<file path="src/rtl/display_scheduler.sv">
// Chooses time/date view and alarm blanking for the eight-digit display.
// Optional alarm flashing is enabled by defining DISP_SCHED_ALARM_EN.
module display_scheduler #(
  parameter int unsigned AUTO_PERIOD = 30,
  parameter int unsigned DATE_HOLD   = 5,
  parameter int unsigned BTN_HOLD    = 3
) (
  input  logic       clk,
  input  logic       rst_n,
  input  logic [5:0] second_in,
  input  logic       btn_date,
  input  logic       alarm_active,
  output logic       display_year,
  output logic       blank,
  output logic [1:0] state_out
);

  localparam int unsigned CNT_W = 8;
  localparam int unsigned SEC_W = 6;

  typedef enum logic [1:0] {
    S_TIME      = 2'd0,
    S_DATE_AUTO = 2'd1,
    S_DATE_BTN  = 2'd2,
    S_ALARM     = 2'd3
  } state_t;

  state_t             state;
  state_t             state_nxt;
  logic [SEC_W-1:0]   prev_sec;
  logic               seeded;
  logic [CNT_W-1:0]   sec_cnt;
  logic [CNT_W-1:0]   sec_cnt_nxt;
  logic               tick;
  logic               restart;
  logic               alarm_owns;

  // One tick per observed change of the seconds value; first cycle only seeds.
  assign tick = seeded && (second_in != prev_sec);

  always_ff @(posedge clk or negedge rst_n) begin
    if (!rst_n) begin
      seeded   <= 1'b0;
      prev_sec <= '0;
    end else begin
      seeded   <= 1'b1;
      prev_sec <= second_in;
    end
  end

  always_ff @(posedge clk or negedge rst_n) begin
    if (!rst_n) begin
      state   <= S_TIME;
      sec_cnt <= '0;
    end else begin
      state   <= state_nxt;
      sec_cnt <= sec_cnt_nxt;
    end
  end

  // Priority: alarm, alarm release, button, then per-state timeouts.
  always_comb begin
    state_nxt  = state;
    restart    = 1'b0;
    alarm_owns = 1'b0;
`ifdef DISP_SCHED_ALARM_EN
    if (state == S_ALARM) begin
      alarm_owns = 1'b1;
      if (!alarm_active) state_nxt = S_TIME;
    end else if (alarm_active) begin
      alarm_owns = 1'b1;
      state_nxt  = S_ALARM;
    end
`endif
    if (!alarm_owns) begin
      if (btn_date) begin
        state_nxt = S_DATE_BTN;
        restart   = 1'b1;
      end else if (tick) begin
        case (state)
          S_TIME:      if (sec_cnt == CNT_W'(AUTO_PERIOD - 1)) state_nxt = S_DATE_AUTO;
          S_DATE_AUTO: if (sec_cnt == CNT_W'(DATE_HOLD - 1))   state_nxt = S_TIME;
          S_DATE_BTN:  if (sec_cnt == CNT_W'(BTN_HOLD - 1))    state_nxt = S_TIME;
          default:     state_nxt = state;
        endcase
      end
    end
  end

  // A tick on the same edge as a transition is not credited to the new state.
  always_comb begin
    sec_cnt_nxt = sec_cnt;
    if (restart || (state_nxt != state)) begin
      sec_cnt_nxt = '0;
    end else if (tick) begin
      sec_cnt_nxt = sec_cnt + CNT_W'(1);
    end
  end

`ifdef DISP_SCHED_ALARM_EN
  logic blank_nxt;

  // Blank starts lit on alarm entry and flips once per second while ringing.
  always_comb begin
    blank_nxt = 1'b0;
    if ((state == S_ALARM) && (state_nxt == S_ALARM)) begin
      blank_nxt = tick ? ~blank : blank;
    end
  end

  always_ff @(posedge clk or negedge rst_n) begin
    if (!rst_n) blank <= 1'b0;
    else        blank <= blank_nxt;
  end
`else
  logic unused_alarm;
  assign unused_alarm = alarm_active;
  assign blank        = 1'b0;
`endif

  assign display_year = (state == S_DATE_AUTO) || (state == S_DATE_BTN);
  assign state_out    = state;

endmodule
</file>
<file path="config.mk">
export PLATFORM = sky130hd
export DESIGN_NAME = display_scheduler
export DESIGN_NICKNAME = d
export VERILOG_FILES = /design/src/rtl/display_scheduler.sv
export SDC_FILE = /design/constraint.sdc
export NUM_CORES = 1
export LEC_CHECK = 0
export BUFFER_PORTS_ARGS = -buffer_cell sky130_fd_sc_hd__buf_2
export CAP_MARGIN = 20
export CORE_AREA = 2 2 56 58
export DETAILED_ROUTE_END_ITERATION = 6
export DIE_AREA = 0 0 58 60
export HOLD_SLACK_MARGIN = 0.05
export SKIP_CTS_REPAIR_TIMING = 1
export SKIP_LAST_GASP = 1
export SLEW_MARGIN = 20
export SYNTH_ARGS = -nofsm -noshare
export SYNTH_HDL_FRONTEND = slang
export SYNTH_SLANG_ARGS = --single-unit
export TNS_END_PERCENT = 5
</file>
<file path="constraint.sdc">
create_clock -name clk -period 1.8 [get_ports clk]
set_clock_uncertainty 0.15 [all_clocks]
set_input_delay 0.18 -clock clk [delete_from_list [all_inputs] [get_ports clk]]
set_output_delay 0.18 -clock clk [all_outputs]
set_load 0.01 [all_outputs]
</file>
==> run_results.csv <==
group,metric,value,unit
detailed_routing,wirelength,2210,um
finish,finalInstanceArea,1480,um2
detailed_routing,drt_iter0_markers,20,
setup_path,rr_worst_depth,7,
setup_path,crit_buf_inv,3,
detailed_routing,via_per_inst,4.84,
clock_network,clk_pin_slew,0.10,ns
placement,dp_hpwl,1620,um
logic_synthesis,avgSynthCellArea,10.4,um2
run_status,outcome,"finished with violations",
global_routing,grt_pass1_vias,829,
global_routing,track_usage,0.135,
timing,finalHoldViolCount,0,
clock_network,numCtsBuffers,3,
logic_synthesis,synth_top_area_share,0.434,
logic_synthesis,syn_area,980,um2
finish,post_layout_nonfiller_instances,173,
logic_synthesis,syn_inst,94,
clock_network,clk_latency,0.28,ns
power,vdd_drop_max,0.533,mV
timing,rsz0062_at_grt,"yes",
finish,diodes,0,
timing,worst_slack,-0.0715,ns
setup_path,worst-path-max-fanout,8,
finish,final_common_cell,"buf_4",
setup_path,cp_num_cells,7,
setup_path,cp_slowest_cell,"or4_4",
floorplanning,start_util,0.338,
job,drv_cap,0,
power,p_per_area,672,nW/um2
worst_hold_path,hold_class,"input port to async pin",
clock_network,clock-sinks,17,
detailed_routing,drc,0,
logic_synthesis,synth.net_count,112,
placement,place_area,1240,um2
logic_synthesis,synth_seq_cells,17,
global_routing,grt_overflow,0,
setup_path,reg2reg_setup_slack,-0.07,ns
run_status,violations,"setup timing",
setup_path,cpPeakStageDelay,0.53,ns
finish,area.growth.synth_to_final,51.5,%
setup_path,crit_type,"flip-flop to flip-flop",
setup_path,r2r-start,"state_out[1]",
timing,setup_viol,8,
finish,mostFrequentLayoutCells,"buf_4 (23), dfrtp_1 (15), buf_2 (11), dlygate4sd3_1 (8), a21oi_2 (7)",
floorplanning,dieWidth,58,um
floorplanning,core-area,2900,um2
floorplanning,core.rowCount,20,
detailed_routing,first_pass_iters,5,
setup_path,critPathLaunchType,"flip-flop",
finish,final_nets,159,
clock_network,cts_root_buffer,"clkbuf_4",
floorplanning,die_area,3480,um2
setup_path,r2r-end,"sec_cnt[6]",
floorplanning,io_pins,14,
placement,gp_congestion,0.724,
global_routing,antenna_found_initial,0,
clock_network,ctsHtreeMaxLevel,1,
setup_path,worstPathCellList,"inv_4 -> ha_4 -> inv_2 -> or4_4 -> o311ai_4 -> buf_12 -> a21oi_2",
timing,max_freq,534,MHz
setup_path,cp.required,1.82,ns
timing,period_needed,1.87,ns
logic_synthesis,synth-seq-area-share,0.434,
setup_path,cp_data_arrival_time,1.89,ns
clock_network,cts_tree,"done",
detailed_routing,num_vias,837,
placement,pre_cts_ws,-0.109,ns
logic_synthesis,synth_top_area_cell,"dfrtp_1",
logic_synthesis,yosysWarnings,0,
placement,portBuffers,11,
timing,slew_viol_final,0,
power,p_leak,0.628,nW
logic_synthesis,synthTopCellsByArea,"dfrtp_1 (43%), ha_1 (10%), xnor2_1 (5.4%)",
finish,drive_above_1_share,0.464,
floorplanning,dieHeight,60,um
logic_synthesis,ys_types,29,
global_routing,grt_first_pass_wirelength,3540,um
setup_path,end_kind,"flip-flop",
timing,fin_crit_sh,1.04,
placement,placedCellCount,157,
global_routing,grt_max_degree,18,
detailed_routing,avgRoutedWirePerCell,12.8,um
clock_network,cts.path.max_buffers,2,
setup_path,cpLargestDelayFamily,"simple AND/OR/NAND/NOR gates",
detailed_routing,ant_nets,0,
-- synthesized netlist by cell type --
library cell and n:
a21oi_1 7, a31oi_1 2, and3_1 1, and4_1 1, buf_4 1, conb_1 2
dfrtp_1 17, ha_1 8, inv_1 6, mux2i_1 1, nand2_1 3, nand2b_1 2
nand3_1 6, nand3b_1 1, nand4_1 1, nor2_1 2, nor3_1 6, nor3_2 1
o2111ai_1 1, o21a_1 1, o21ai_0 6, o21ai_2 2, o311ai_4 1, o31ai_2 1
o41a_1 1, or2b_1 1, or4_4 1, xnor2_1 6, xor2_1 5
-- flip-flops by register name, indices dropped and copies added (netlist names) --
name and count:
sec_cnt 8, prev_sec 6, state_out 2, seeded 1
-- worst max path at each step --
| stage | startpoint | endpoint |
|---|---|---|
| after global routing | state_out[1] | sec_cnt[6] |
| after CTS | state_out[1] | sec_cnt[1] |
| final | state_out[1] | sec_cnt[6] |
| after detailed placement | state_out[1] | sec_cnt[1] |
| after floorplan | state_out[1] | sec_cnt[1] |
| after global placement | state_out[1] | sec_cnt[1] |
-- power breakdown --
part	switching (mW)	total [mW]	internal [mW]
logic	0.179	0.369	0.190
registers	0.0233	0.429	0.406
clock network	0.117	0.199	0.0824
total	0.319	0.997	0.678
-- cell type report --
type / instances / area [um2]
Timing Repair Buffer: 43 / 328
Clock buffer: 3 / 22.5
Sequential cell: 17 / 428
Tap cell: 33 / 41.3
Inverter: 6 / 27.5
Fill cell: 278 / 1420
Multi-Input combinational cell: 70 / 632
Clock inverter: 1 / 5.00
-- kinds of logic (layout without fill, tap and decap cells) --
family          count (synthesis)  after routing  share of synthesized area
fa+ha+maj                       8              8                      0.102
compound gates                 22             22                      0.165
mux                             1              1                     0.0102
xor+xnor                       11             11                     0.0983
simple gates                   26             26                      0.152
other cells                     2              2                    0.00767
flops                          17             17                      0.434
buf+inv                         7             53                     0.0307
-- routing by layer --
layer	wire length [um]	part of all wire	GRT usage
met1	952	0.43	0.151
met3	63	0.029	0.0390
met4	14	0.0063	0.0299
met2	1180	0.53	0.255
met5	0	0	0
-- stage by stage --
| step | power [mW] | hold WS, ns | util | TNS (ns) |
|---|---|---|---|---|
| 2_1_floorplan | 0.579 | -0.266 | - | 0 |
| 3_3_place_gp | 0.708 | -0.0321 | 0.427 | -0.416 |
| 3_5_place_dp | 0.715 | -0.0257 | 0.427 | -0.725 |
| 4_1_cts | 0.920 | -0.350 | 0.436 | -0.824 |
| 5_1_grt | 1.06 | 0.205 | 0.511 | -0.955 |
| 6_report | 0.997 | 0.184 | 0.511 | -0.514 |
No activity file was read; power rests on OpenSTA's default activity.
